[src/rtl/eth_pkg.sv]
// eth_pkg: shared Ethernet framing types, constants and the byte-wise CRC-32 step
// used by the transmit framer and the future receive checker.
package eth_pkg;
    typedef enum logic [3:0] {
        IDLE, LOAD, PREAMBLE, SFD, HEADER, PAYLOAD, PAD, FCS, IFG
    } state_t;

    localparam logic [7:0]  PREAMBLE_BYTE = 8'h55;
    localparam logic [7:0]  SFD_BYTE      = 8'hD5;
    localparam logic [31:0] CRC_POLY      = 32'hEDB88320;
    localparam logic [31:0] CRC_INIT      = 32'hFFFFFFFF;
    localparam logic [31:0] CRC_RESIDUE   = 32'hDEBB20E3;
    localparam int          HDR_BYTES     = 14;

    function automatic int imax(input int a, input int b);
        return a > b ? a : b;
    endfunction

    // Reflected CRC-32 advanced by one byte, LSB first.
    function automatic logic [31:0] crc32_byte(input logic [31:0] crc, input logic [7:0] data);
        logic [31:0] c;
        c = crc ^ {24'h0, data};
        for (int i = 0; i < 8; i++) c = c[0] ? (c >> 1) ^ CRC_POLY : c >> 1;
        return c;
    endfunction
endpackage

[src/rtl/eth_crc32.sv]
// eth_crc32: registered byte-wise reflected CRC-32 with synchronous clear and enable.
module eth_crc32
    import eth_pkg::*;
(
    input  logic        clk,
    input  logic        rst_n,
    input  logic        clr,
    input  logic        en,
    input  logic [7:0]  data,
    output logic [31:0] crc
);
    always_ff @(posedge clk or negedge rst_n) begin
        if (!rst_n) crc <= CRC_INIT;
        else if (clr) crc <= CRC_INIT;
        else if (en) crc <= crc32_byte(crc, data);
    end
endmodule

[src/rtl/eth_tx_framer.sv]
// eth_tx_framer: Ethernet II transmit framer; buffers one payload, then streams
// preamble, SFD, header, payload, zero pad, FCS and holds off for the inter-frame gap.
module eth_tx_framer
    import eth_pkg::*;
#(
    parameter int          MAX_WORDS   = 16,
    parameter int          MIN_PAYLOAD = 46,
    parameter logic [47:0] SRC_MAC     = 48'h000A35C70000,
    parameter logic [47:0] DST_MAC     = 48'h000A35C60000,
    parameter logic [15:0] ETH_TYPE    = 16'h6969,
    parameter int          IFG_CYCLES  = 12
) (
    input  logic        clk,
    input  logic        rst_n,
    input  logic [31:0] data_in,
    input  logic        dval_in,
    input  logic        last_in,
    output logic        in_ready,
    output logic [7:0]  tx_data,
    output logic        tx_valid,
    input  logic        tx_ready,
    output logic        tx_sof,
    output logic        tx_eof,
    output logic        busy
);
    localparam int BW = $clog2(imax(imax(HDR_BYTES, 4 * MAX_WORDS), imax(MIN_PAYLOAD, IFG_CYCLES))) + 1;
    localparam int CW = $clog2(MAX_WORDS + 1);
    localparam int AW = MAX_WORDS > 1 ? $clog2(MAX_WORDS) : 1;
    localparam logic [111:0] HDR = {DST_MAC, SRC_MAC, ETH_TYPE};

    state_t        state, nxt;
    logic [CW-1:0] count;
    logic [BW-1:0] cnt, pay_bytes, pad_bytes;
    logic [31:0]   buffer [MAX_WORDS];
    logic [31:0]   word, crc, fcs;
    logic          in_fire, tx_fire, seg_end, pad_needed, crc_en;

    assign in_ready   = (state == IDLE || state == LOAD) && count < CW'(MAX_WORDS);
    assign busy       = !(state == IDLE || state == LOAD);
    assign tx_valid   = busy && state != IFG;
    assign tx_sof     = state == PREAMBLE && cnt == '0;
    assign tx_eof     = state == FCS && cnt == BW'(3);
    assign in_fire    = dval_in && in_ready;
    assign tx_fire    = tx_valid && tx_ready;
    assign pay_bytes  = BW'({count, 2'b00});
    assign pad_needed = pay_bytes < BW'(MIN_PAYLOAD);
    assign pad_bytes  = BW'(MIN_PAYLOAD) - pay_bytes;
    assign word       = buffer[AW'(cnt >> 2)];
    assign fcs        = ~crc;
    assign crc_en     = tx_fire && (state == HEADER || state == PAYLOAD || state == PAD);

    // cnt indexes the byte within the current segment; seg_end marks its last byte.
    always_comb begin
        tx_data = 8'h00;
        seg_end = 1'b0;
        nxt     = state;
        case (state)
            PREAMBLE: begin tx_data = PREAMBLE_BYTE; seg_end = cnt == BW'(6); nxt = SFD; end
            SFD:      begin tx_data = SFD_BYTE; seg_end = 1'b1; nxt = HEADER; end
            HEADER:   begin tx_data = 8'(HDR >> {BW'(HDR_BYTES - 1) - cnt, 3'b000}); seg_end = cnt == BW'(HDR_BYTES - 1); nxt = PAYLOAD; end
            PAYLOAD:  begin tx_data = 8'(word >> {~cnt[1:0], 3'b000}); seg_end = cnt == pay_bytes - 1'b1; nxt = pad_needed ? PAD : FCS; end
            PAD:      begin seg_end = cnt == pad_bytes - 1'b1; nxt = FCS; end
            FCS:      begin tx_data = 8'(fcs >> {cnt[1:0], 3'b000}); seg_end = cnt == BW'(3); nxt = IFG; end
            IFG:      begin seg_end = cnt == BW'(IFG_CYCLES - 1); nxt = IDLE; end
            default:  ;
        endcase
    end

    always_ff @(posedge clk or negedge rst_n) begin
        if (!rst_n) begin
            state <= IDLE;
            count <= '0;
            cnt   <= '0;
        end else if (in_fire) begin
            count <= count + 1'b1;
            state <= (last_in || count == CW'(MAX_WORDS - 1)) ? PREAMBLE : LOAD;
            cnt   <= '0;
        end else if (tx_fire || state == IFG) begin
            cnt   <= seg_end ? '0 : cnt + 1'b1;
            state <= seg_end ? nxt : state;
            count <= (state == IFG && seg_end) ? '0 : count;
        end
    end

    always_ff @(posedge clk) begin
        if (in_fire) buffer[AW'(count)] <= data_in;
    end

    eth_crc32 u_crc (
        .clk   (clk),
        .rst_n (rst_n),
        .clr   (state == SFD),
        .en    (crc_en),
        .data  (tx_data),
        .crc   (crc)
    );
endmodule

[config.mk]
export PLATFORM = sky130hd
export DESIGN_NAME = eth_tx_framer
export DESIGN_NICKNAME = d
export VERILOG_FILES = /design/src/rtl/eth_pkg.sv /design/src/rtl/eth_crc32.sv /design/src/rtl/eth_tx_framer.sv
export SDC_FILE = /design/constraint.sdc
export NUM_CORES = 1
export LEC_CHECK = 0
export CAP_MARGIN = 5
export CORE_MARGIN = 2
export CORE_UTILIZATION = 50
export CTS_CLUSTER_DIAMETER = 40
export DETAILED_ROUTE_END_ITERATION = 8
export HOLD_SLACK_MARGIN = 0.1
export PLACE_DENSITY_LB_ADDON = 0.3
export SLEW_MARGIN = 10
export SYNTH_ARGS = -nofsm -noshare
export SYNTH_HDL_FRONTEND = slang
export SYNTH_SLANG_ARGS = --single-unit
[constraint.sdc]
create_clock -name clk -period 10.35 [get_ports clk]
set_input_delay 3.105 -clock clk [delete_from_list [all_inputs] [get_ports clk]]
set_output_delay 3.105 -clock clk [all_outputs]
set_load 0.005 [all_outputs]
==> metrics.md <==
| Metric | Value |
|---|---|
| Number of buffers created by CTS | `77` |
| Clock slew at the register clock pins of the worst setup and hold paths | `0.05 ns` |
| Initial antenna violation count | `1` |
| Final setup vio count | `0` |
| Fill cells | `approximately 3500` |
| Hpwl dp | `about 31 mm` |
| Status | `finished clean` |
| Synth cell types | `84` |
| Switching pwr | `2.403 mW` |
| Comb pwr share | `0.308` |
| Worst Path Required | `7.25 ns` |
| H-tree depth | `3` |
| Count leader, synth | `edfxtp_1` |
| CTS resizes | `0` |
| Number of global-route vias before repair | `13180` |
| Max VDD drop | `0.1577 mV` |
| # hold bufs at CTS | `0` |
| Sequential element share of the synthesized area | `0.6881` |
| Routability congestion estimate | `0.8180` |
| Clock buffer depth | `3` |
| Sequential fraction of design power | `0.350` |
| Tightest Hold Check Type | `reg2reg` |
| DRT iter0 DRCs | `1587` |
| Synth Register Bits | `between 500 and 600` |
| First-pass GRT wire length | `85.77 mm` |
| Clk_lat worst skew | `0.61 ns` |
| Cells after Synth | `roughly 1300` |
| Clk_skew | `0.03036 ns` |
| Slew Limit Fails | `0` |
| Final Hold Viols | `0` |
| Row cnt | `80` |
| Worst r2r path cells | `10` |
| CP Max Fanout | `52` |
| Startpoint Class | `flip-flop` |
| Vias | `13120` |
| Ys flop type | `edfxtp_1` |
| Router iterations before antenna repair | `5` |
| Fmax | `0.1268 GHz` |
| DRT antenna net count | `0` |
| CP Capture Type | `primary output` |
| Largest area contributor in the synthesized netlist | `edfxtp_1` |
| CTS tree | `yes` |
| Clock sinks | `560` |
| Avg Vias per Cell | `about 6.2` |
| Final period utilization | `0.7619` |
| Final Power | `7.878 mW` |
| Overall die height | `223.8 um` |
| Die W | `223.8 um` |
| Clock power frac | `0.341` |
| WL/cell | `between 20 and 30 um` |
| Internal power | `5.475 mW` |
| Hold path depth | `2` |
| Layout area overhead | `15.25%` |
| Pleak | `9.393 nW` |
| Pwr Density | `283.1 mW/mm^2` |
| RSZ-0062 raised after global routing | `false` |
| Starting Density | `0.5058` |
| All-Layer GR Usage | `0.2352` |
| Synthesized area | `0.02415 sq mm` |
| Number of synthesized flops with an enable pin | `512` |
| Switching Share | `0.3050` |
| Top post-synthesis cells by area | `edfxtp_1 (64%), mux4_2 (8.2%), dfstp_2 (3.5%)` |
| Crit path DAT | `4.78 ns` |
| Cells along the critical path | `buf_4, mux4_2, mux2_2, a221oi_1, a2111oi_2, nor4_4, inv_1, clkdlybuf4s50_1` |
| GRT overflow | `0` |
| Worst slew margin | `0.1520` |
| Largest net degree at the start of global routing | `82` |
| Root buf cell | `clkbuf_16` |
| Core ar. | `0.04775 sq mm` |
| Mean Syn Cell Area | `17.97 sq um` |
| Layout cells sized above 1 | `0.2288` |
| Die area | `0.05007 sq mm` |
| Post-synth net total | `1398` |
| DRC | `0` |
| Max stage delay on crit path | `1.00 ns` |
| Yosys top cell area share | `0.6367` |
| Worst-Margin Slew | `between 1 and 1.5 ns` |
| Synth warn | `0` |
| Final net count | `1478` |
| Final WL | `57.85 mm` |
| Final TNS setup | `0 ns` |
| Port-buffer cells | `49` |
| I/O Pins | `50` |
| Setup Buffers After CTS | `0` |
| WS Path Type | `reg2out` |
| Asr flop ratio synth | `0.08571` |
| Max cap viols | `0` |
| Fin crit period | `7.885 ns` |
| Most frequent cells after synthesis | `edfxtp_1 (512), mux4_2 (88), mux2i_1 (80)` |
| Crit path max-delay cell type | `dfrtp_4` |
[state kept, by name (all words and copies together) (netlist names)]
register	count
cnt	7
u_crc.crc	32
count	5
state	4
buffer	512
[power groups by stage]
stage / Clock, mW / Sequential [mW] / Combinational [mW]
6_report: 2.69 / 2.76 / 2.43
5_1_grt: 2.83 / 2.78 / 2.59
4_1_cts: 2.72 / 2.76 / 2.44
3_5_place_dp: 0 / 2.81 / 2.42
3_3_place_gp: 0 / 2.80 / 2.41
2_1_floorplan: 0 / 2.71 / 2.00
[cell usage in the layout, fill, tap and decap left out, types with 26 or more instances in the layout]
cell type / Yosys / layout
nor3_1: 41 / 40
clkdlybuf4s50_1: 0 / 48
edfxtp_1: 512 / 512
o21ai_0: 29 / 29
a21oi_1: 51 / 51
xnor2_1: 27 / 27
buf_4: 2 / 33
mux4_2: 88 / 88
a22oi_1: 26 / 26
mux2i_1: 80 / 80
dfstp_2: 32 / 32
nand2_1: 39 / 39
clkbuf_16: 0 / 80
[path summary, 6_finish.rpt]
check	endpoint	from	slack, ns
max in group asynchronous	cnt[3]	rst_n	7.23
worst min register to register	u_crc.crc[24]	u_crc.crc[24]	0.55
worst max register to register	u_crc.crc[26]	cnt[2]	5.06
min in group asynchronous	state[2]	rst_n	2.64
worst max-delay path	tx_data[2]	cnt[2]	2.46
worst min-delay path	u_crc.crc[24]	u_crc.crc[24]	0.55
[critical path, delay by kind of cell (launching register included)]
| family | cells | cell delay, ns |
|---|---|---|
| buffers and inverters | 3 | 1.41 |
| flip-flops | 1 | 1.00 |
| multiplexers | 2 | 0.92 |
| AO/OA/AOI/OAI | 2 | 0.42 |
| AND/OR/NAND/NOR | 1 | 0.37 |
[final cells by class]
cell class | count | area [sq um] | area share
Clock inverter | 53 | 616.8 | 0.02216
Clock buffer | 88 | 2032 | 0.07301
Inverter | 15 | 56.30 | 0.002023
Sequential cell | 560 | 16620 | 0.5973
Tap cell | 615 | 769.5 | 0.02765
Antenna cell | 1 | 2.502 | 0.00008991
Timing Repair Buffer | 83 | 753.2 | 0.02706
Multi-Input combinational cell | 687 | 6977 | 0.2507
[per-stage QoR]
| stage | setup WS, ns | std cells | instance area (sq um) | hold WS (ns) | utilization |
|---|---|---|---|---|---|
| CTS | 2.360 | 2101 | 27830 | 0.5454 | 0.5829 |
| finish | 2.465 | 2102 | 27830 | 0.5470 | 0.5829 |
| detailed placement | 3.061 | 1960 | 25180 | 0.5376 | 0.5274 |
| floorplan | 4.781 | 1344 | 24150 | 0.5124 | - |
| global route | 2.125 | 2101 | 27830 | 0.5724 | 0.5829 |
| global placement | 3.041 | 1960 | 25180 | 0.5343 | 0.5274 |
[kinds of logic after synthesis]
group	Yosys count	share of synthesized area
compound gates	212	0.05917
xor+xnor	71	0.04140
fa+ha+maj	17	0.008808
buf+inv	97	0.02451
flops	560	0.6881
mux	194	0.1342
simple gates	193	0.04384
[metal layers]
metal  share of wire  up-vias  routed length, um  global-route usage
met4           0.021        0               1192             0.07204
met5               0        -                  0                   0
met2            0.49      569              28600              0.3897
met1            0.40     6820              22920              0.3166
li1                -     5639                  -                   -
met3           0.089       88               5134             0.04814
(Power assumes the default switching activity.)
